## src/rtl/cic_comb_int.sv

```systemverilog
// cic_comb_int: N-stage comb section of a CIC interpolator.
// Runs at the low input rate, qualified by val_in. Each stage computes
// y[n] = x[n] - x[n-M] at full Wout precision. One register per stage gives
// an N-cycle latency from val_in to val_out.
module cic_comb_int #(
    parameter int unsigned Win  = 16,
    parameter int unsigned N    = 3,
    parameter int unsigned M    = 1,
    parameter int unsigned Wout = Win + N
) (
    input  logic                   clk,
    input  logic                   rst,
    input  logic                   val_in,
    input  logic signed [Win-1:0]  data_in,
    output logic                   val_out,
    output logic signed [Wout-1:0] data_out
);

    // Elaboration-time parameter checks
    if (Wout < Win + N) begin : g_bad_wout
        $error("cic_comb_int: Wout must be at least Win+N");
    end
    if (N < 1 || N > 8) begin : g_bad_n
        $error("cic_comb_int: N must be in 1..8");
    end
    if (M < 1 || M > 2) begin : g_bad_m
        $error("cic_comb_int: M must be 1 or 2");
    end

    // Stage inputs and enables (stage 0 is fed from the port)
    logic signed [Wout-1:0] stage_x  [N];
    logic                   stage_en [N];

    // Stage output registers, delay lines and valid pipeline
    logic signed [Wout-1:0] d   [N];
    logic signed [Wout-1:0] dly [N][M];
    logic [N-1:0]           vld;

    // Route each stage's input: sign-extended sample for stage 0, previous stage otherwise
    always_comb begin
        stage_x[0]  = {{(Wout - Win){data_in[Win-1]}}, data_in};
        stage_en[0] = val_in;
        for (int unsigned k = 1; k < N; k++) begin
            stage_x[k]  = d[k-1];
            stage_en[k] = vld[k-1];
        end
    end

    // Comb stages: subtract delayed input and advance the delay line only on a valid input
    always_ff @(posedge clk) begin
        if (rst) begin
            vld <= '0;
            for (int unsigned k = 0; k < N; k++) begin
                d[k] <= '0;
                for (int unsigned j = 0; j < M; j++) begin
                    dly[k][j] <= '0;
                end
            end
        end else begin
            for (int unsigned k = 0; k < N; k++) begin
                vld[k] <= stage_en[k];
                if (stage_en[k]) begin
                    d[k]      <= stage_x[k] - dly[k][M-1];
                    dly[k][0] <= stage_x[k];
                    for (int unsigned j = 1; j < M; j++) begin
                        dly[k][j] <= dly[k][j-1];
                    end
                end
            end
        end
    end

    assign val_out  = vld[N-1];
    assign data_out = d[N-1];

endmodule
```

## config.mk

```make
export PLATFORM = sky130hd
export DESIGN_NAME = cic_comb_int
export DESIGN_NICKNAME = d
export VERILOG_FILES = /design/src/rtl/cic_comb_int.sv
export SDC_FILE = /design/constraint.sdc
export NUM_CORES = 1
export LEC_CHECK = 0
export ABC_CLOCK_PERIOD_IN_PS = 3600
export CORE_UTILIZATION = 55
export CTS_BUF_LIST = sky130_fd_sc_hd__clkbuf_8
export DETAILED_ROUTE_END_ITERATION = 8
export DONT_BUFFER_PORTS = 1
export GPL_TIMING_DRIVEN = 0
export PLACE_DENSITY = 0.74
export SLEW_MARGIN = 30
export SYNTH_ARGS = -nofsm -noshare
export SYNTH_HDL_FRONTEND = slang
export SYNTH_SLANG_ARGS = --single-unit
```

## constraint.sdc

```tcl
create_clock -name clk -period 3.6 [get_ports clk]
set_input_delay 0.9 -clock clk [delete_from_list [all_inputs] [get_ports clk]]
set_output_delay 0.9 -clock clk [all_outputs]
set_load 0.05 [all_outputs]
```

# --- Word level (Yosys, flattened, before mapping) ---
# Memories as Yosys holds them, arrays and structs flattened.
# Index checks and enable logic that the tools add are counted.
word_totals:
  mem_count: 2
  ram_bits: 114
  mem_bits_ro: 0
  latch_bits: 0
  in_bits: 19
  reg_bits: 3
  word_cells: 29
memory_table:
  columns: ["memory", "depth", "width", "read_ports", "rd_ports_with_merged_regs", "wr", "line_no", "source"]
  rows:
  - ["d", 3, 19, 3, 0, 3, "35", "logic signed [Wout-1:0] d [N];"]
  - ["dly", 3, 19, 3, 0, 3, "36", "logic signed [Wout-1:0] dly [N][M];"]
op_classes:
  n_addsub: 3
  div: 0
  magnitude_cmp: 0
  multipliers: 0
  n_shift: 0
  eq_ne: 0
  mux: 17
  bitwise: 6
  reduce_logical: 0
op_table:
  columns: ["op", "count"]
  rows:
  - ["$mux 19", 6]
  - ["$sub 19x19->19", 2]
  - ["$sub 16x19->19", 1]
  - ["$mux 1", 11]
  - ["$or 1x1->1", 6]

# --- Depth between registers and ports, before layout ---
# Gate-level depths: netlist of the first run.
logic_depth:
  word_depth: 4
  ltp_mapped: 10
  ltp_nobuf: 10

# --- Worst setup path after synthesis of the first run ---
# No wires, ideal clock.
synth_timing:
  path_type: "input port to flip-flop"
  start: "in data_in[0]"
  end: "mem d[0][12] (netlist bit), data pin"
  setup_ns: 0.266
  arrival_ns: 2.540
  path_stages: 10
  t_required_ns: 3.334
  setup_slack_ns: 0.794
  path_cell_list: "inv_1 ha_1 inv_1 fa_1 a21o_1 a221o_1 a31oi_1 o21ai_1 xnor2_1 nor2_1"
synth_rtl:
  columns: ["element", "line_no", "source"]
  rows:
  - ["from (decl)", "14", "input logic signed [Win-1:0] data_in,"]
  - ["to (decl)", "35", null]

==> results.toml, run 1 <==
[sta]
period_minus_slack_ns = 2.63
worst_pin_slew_ns = 0.939
hold_viol = 0
min_period_over_period = 0.730
relSlewSlack = 0.372
setup_tns_ns = 0
finalSetupViolCount = 0
rsz0062_at_grt = "false"
slew_violations = 0
max_freq_mhz = 380
skew_ns = 0.00640

[global_routing]
use_met2 = 0.366
gr-usage-met1 = 0.223
antenna_found_initial = 0
gr-usage-met3 = 0.0503
grt_pass1_wl_um = 20600
first_global_vias = 4737
grt_max_degree = 39
overflow = 0
grt-busiest-layer = "met2"
grt.total_usage = 0.205

[place]
io_buffers = 0
dpl-instance-area_um2 = 7200
hpwlAfterDp_um = 8960
gp_congestion = 0.903

[worst_setup_path]
arrival_ns = 2.82
worstSetupPathType = "reg2reg"
crit_required_ns = 3.79
worstSetupEndpointType = "flip-flop"
worstPathMaxFanout = 5
cp-start-kind = "flip-flop"

[status]
status = "finished clean"

[route]
dr.first_iter.drc_count = 191
wl_per_cell_um = 14.1
drc = 0
wirelength_um = 12200
dr.pass1.iters = 4
detail-route-antenna-nets = 0
routed_via_density = 5.34
vias = 4645

[finish]
design_area_um2 = 7620
area_delta_synth_final_pct = 9.10
final_cell_mix = "edfxtp_1 (111), inv_1 (65), nor2_1 (64), and2_1 (57), ha_1 (52)"
diodes = 0
drive_above_1_share = 0.101
layout.nets = 763
layout_commonest_cell = "edfxtp_1"
fill_cells = 989

[clocking]
ctsHoldBuffers = 0
clk_latency_ns = 0.43
cts_max_level = 4
clock_sinks = 114
clockBufferDepth = 2
ctsResizeCount = 0
clkTransAtPathRegs_ns = 0.07
root_buffer = "clkbuf_8"
post_cts_buffers = 0
cts_buffers = 17
cts_tree = "done"

[logic_synthesis]
synth_area_leaders = "edfxtp_1 (48%), ha_1 (9.3%), and2_1 (5.1%), inv_1 (3.5%), a21oi_1 (3.4%)"
synthCells = 670
ys.warnings.count = 0
ys_ff_latch = 114
synth-seq-area-share = 0.486
syn_area_per_cell_um2 = 10.4
netlist_area_um2 = 6990
syn_nets = 744
synth-edff-count = 111
ys.flop_type = "edfxtp_1"
yosys.area.top_type = "edfxtp_1"
synth_top_cell_area_share = 0.477
synth_cell_types = 61
async_reset_ff_frac = 0

[floorplan]
initial_utilization = 0.572
die_y_um = 115
core_um2 = 12200
rows = 40
ios = 39
dieWidth_um = 115
die_area_um2 = 13200

[power]
p_comb_frac = 0.309
p_sw_frac = 0.323
p_seq_frac = 0.397
peakVddDrop_v = 0.000277
p_int_mw = 2.92
p_clk_frac = 0.293
p_per_area_nw_per_um2 = 566
switchingPower_mw = 1.39
leakage_nw = 3.14

[hold_path]
hold_path.class = "reg2reg"

[run]
maxCapViolCount = 0
==> critical path, stage by stage (launching register included) <==
cell	delay (ns)
edfxtp_1	0.36
inv_1	0.08
ha_1	0.16
inv_1	0.05
fa_1	0.42
a211oi_1	0.28
o21a_1	0.29
a21oi_4	0.11
nor2_1	0.30
o21ai_0	0.16
a21bo_1	0.18
==> logic make-up after synthesis <==
logic type | Yosys count | synth area share
AOI/OAI and AO/OA | 142 | 0.138
xor gates and xnor gates | 37 | 0.0464
adders and majority gates | 55 | 0.102
buffers and inverters | 100 | 0.0643
DFF | 114 | 0.486
muxes | 3 | 0.00501
and+or+nand+nor | 219 | 0.159
==> final timing paths <==
kind | startpoint | end | slack, ns | depth (start not counted)
setup / recovery | d[0][0] | d[0][37] | 0.97 | 10
hold / removal | vld[1] | vld[2] | 0.48 | 1
setup reg to reg | d[0][0] | d[0][37] | 0.97 | 10
hold reg to reg | vld[1] | vld[2] | 0.48 | 1
==> cells in the mapped netlist, types with 3 or more instances <==
library cell and count:
nor3_1 12, and2_1 57, o21ai_1 7, nand4_1 4, a211oi_1 5, nand2b_1 6
a21o_1 10, edfxtp_1 111, o211ai_1 7, xnor2_1 22, buf_1 5, nor2b_1 7
nand2_1 35, xor2_1 15, and3_1 11, clkbuf_1 9, o21ai_0 18, nor2_1 64
o21ai_2 3, or2_2 3, inv_1 65, a21oi_1 48, dfxtp_1 3, nand3_1 9
ha_1 52, o21a_1 9, buf_4 19, a31oi_1 9, fa_1 3, o31ai_1 3
==> metrics by stage <==
stage | worst slack [ns] | util | instances | hold WS (ns) | power (mW)
3_3_place_gp | 0.616 | 0.589 | 838 | 0.472 | 3.00
4_1_cts | 1.02 | 0.624 | 870 | 0.491 | 4.33
3_5_place_dp | 0.576 | 0.589 | 838 | 0.479 | 3.06
2_1_floorplan | 0.794 | - | 670 | 0.466 | 2.84
6_report | 0.972 | 0.624 | 870 | 0.484 | 4.31
5_1_grt | 0.858 | 0.624 | 870 | 0.501 | 4.55
==> flip-flops by register name (all words and copies together) (netlist names) <==
name / cells
d: 57
vld: 3
dly: 54
==> power groups by stage <==
stage          Combinational (mW)  Clock [mW]  Sequential (mW)
3_3_place_gp                 1.27           0             1.74
4_1_cts                      1.32        1.29             1.72
2_1_floorplan                1.12           0             1.72
5_1_grt                      1.48        1.34             1.73
6_report                     1.33        1.27             1.71
3_5_place_dp                 1.31           0             1.75
==> layout make-up <==
| class | count | area (um2) | area share |
|---|---|---|---|
| buffer | 35 | 205 | 0.0269 |
| clock buffer | 17 | 234 | 0.0307 |
| clock inverter | 15 | 191 | 0.0251 |
| inverter | 65 | 244 | 0.0320 |
| multi-input combinational | 456 | 3150 | 0.413 |
| sequential | 114 | 3390 | 0.445 |
| tap | 168 | 210 | 0.0276 |
==> layer usage <==
layer  vias to the layer above  wire [um]
met5                         -          0
met4                         0        290
met3                        24        437
met2                       106       6190
met1                      2118       5310
li1                       2397          -
(Power assumes the default switching activity.)
==> inputs of run 2 (changes only) <==
Settings changed: ABC_CLOCK_PERIOD_IN_PS 3600 to 2550.
Clock period 3.6 ns to 2.55 ns, I/O delays scaled along.
==> run 2 against run 1 <==
Register-to-register slack got worse by 0.82 ns; setup slack got worse by 0.82 ns; maximum frequency rose by 9.6%; clock-buffer cell count did not move; combinational power rose by 44%; worst hold slack got worse by 0.14 ns; global-route usage barely moved; utilization rose by 0.24 points; highest routed layer unchanged; final area rose by 0.38%; wire length barely moved; clock power rose by 41%.
==> results.toml, run 2 (synthesized netlist as in run 1, its figures left out) <==
[status]
status = "finished clean"

[global_routing]
grt.total_usage = 0.205
grt_max_degree = 39
overflow = 0
grt_pass1_wl_um = 20700
antenna_found_initial = 0
first_global_vias = 4745

[floorplan]
ios = 39
core_um2 = 12200
rows = 40
dieWidth_um = 115
initial_utilization = 0.572
die_area_um2 = 13200
die_y_um = 115

[place]
io_buffers = 0
hpwlAfterDp_um = 8960
gp_congestion = 0.903
dpl.cell_count = 838

[worst_setup_path]
worstSetupEndpointType = "flip-flop"
path_delay_family = "compound AO/OA/AOI/OAI gates"
critPathMaxStageDelay_ns = 0.38
slowest_stage = "fa_2"
arrival_ns = 2.58
worstSetupPathType = "reg2reg"
crit_required_ns = 2.73
crit_buf_inv = 2
worstPathCellList = "inv_1 > ha_1 > inv_1 > fa_2 > a211oi_4 > o21ai_2 > o2111ai_2 > o21ai_2 > a31oi_1 > mux2i_1"
cp-start-kind = "flip-flop"
rrSetupSlack_ns = 0.15
worstPathMaxFanout = 4

[clocking]
clk_latency_ns = 0.43
clkTransAtPathRegs_ns = 0.07
cts_tree = "done"
root_buffer = "clkbuf_8"
cts_max_level = 4
post_cts_buffers = 0
clock_sinks = 114
cts_buffers = 17
ctsHoldBuffers = 0
clockBufferDepth = 2

[sta]
min_period_over_period = 0.940
skew_ns = 0.00589
period_minus_slack_ns = 2.40
setup_tns_ns = 0
slew_violations = 0
hold_viol = 0
rsz0062_at_grt = "false"
finalSetupViolCount = 0
worst_pin_slew_ns = 0.938
max_freq_mhz = 417
relSlewSlack = 0.372

[finish]
reg_top3 = "d x57, dly x54, vld x3"
drive_above_1_share = 0.110
layout_commonest_cell = "edfxtp_1"
final_core_util = 0.627
layout.nets = 763
area_delta_synth_final_pct = 9.51
multi_input_comb_area_um2 = 3170
largest_register = "d"
fill_cells = 989
fin_cells = 870
register_area_um2 = 3390
diodes = 0
largest_reg_flops = 57
final_cell_mix = "edfxtp_1 (111), inv_1 (65), nor2_1 (63), and2_1 (57), ha_1 (52)"

[power]
switchingPower_mw = 1.98
finalPower_mw = 6.11
p_int_mw = 4.14
leakage_nw = 3.14
p_per_area_nw_per_um2 = 799
p_clk_frac = 0.292
p_sw_frac = 0.323
p_comb_frac = 0.312
p_seq_frac = 0.396
peakVddDrop_v = 0.000390

[hold_path]
hold_path.class = "in2reg"

[route]
wl_per_cell_um = 14.1
dr.pass1.iters = 4
wirelength_um = 12200
vias = 4682
dr.first_iter.drc_count = 194
routed_via_density = 5.38
drc = 0
detail-route-antenna-nets = 0

[run]
maxCapViolCount = 0
==> run 2: final timing paths <==
| path | depth (start not counted) | to | from |
|---|---|---|---|
| min | 1 | vld[0] | val_in |
| min reg2reg | 1 | vld[2] | vld[1] |
| max | 10 | d[0][56] | d[0][19] |
| max reg2reg | 10 | d[0][56] | d[0][19] |
==> run 2: final cells by class <==
| cell class | count | area share |
|---|---|---|
| sequential | 114 | 0.443 |
| multi-input combinational | 456 | 0.415 |
| inverter | 65 | 0.0319 |
| clock buffer | 17 | 0.0306 |
| tap | 168 | 0.0275 |
| buffer | 35 | 0.0268 |
| clock inverter | 15 | 0.0250 |
==> run 2: metal layers <==
layer / wire, um / global-route usage
met5: 0 / 0
met4: 422 / 0.113
met3: 512 / 0.0503
met2: 6060 / 0.367
met1: 5240 / 0.223
==> run 2: through the flow <==
| step | cell area [um2] | hold WS (ns) | worst slack [ns] |
|---|---|---|---|
| after floorplan | 6990 | 0.466 | 0.00634 |
| after global placement | 7200 | 0.472 | -0.171 |
| after detailed placement | 7200 | 0.479 | -0.211 |
| after CTS | 7630 | 0.311 | 0.00730 |
| after global routing | 7650 | 0.315 | 0.00921 |
| final | 7650 | 0.339 | 0.153 |
==> run 2: what timing repair did <==
item                                    CTS  global route
resized for setup                         1             6
pin swaps                                 1             4
endpoints found under the setup margin    2             7
gates cloned                              0             0
==> run 2: power by group through the flow <==
| stage | Sequential [mW] | Clock, mW | Combinational [mW] |
|---|---|---|---|
| floorplan | 2.43 | 0 | 1.58 |
| global placement | 2.45 | 0 | 1.79 |
| detailed placement | 2.46 | 0 | 1.86 |
| CTS | 2.42 | 1.82 | 1.87 |
| global route | 2.45 | 1.90 | 2.11 |
| finish | 2.42 | 1.79 | 1.91 |
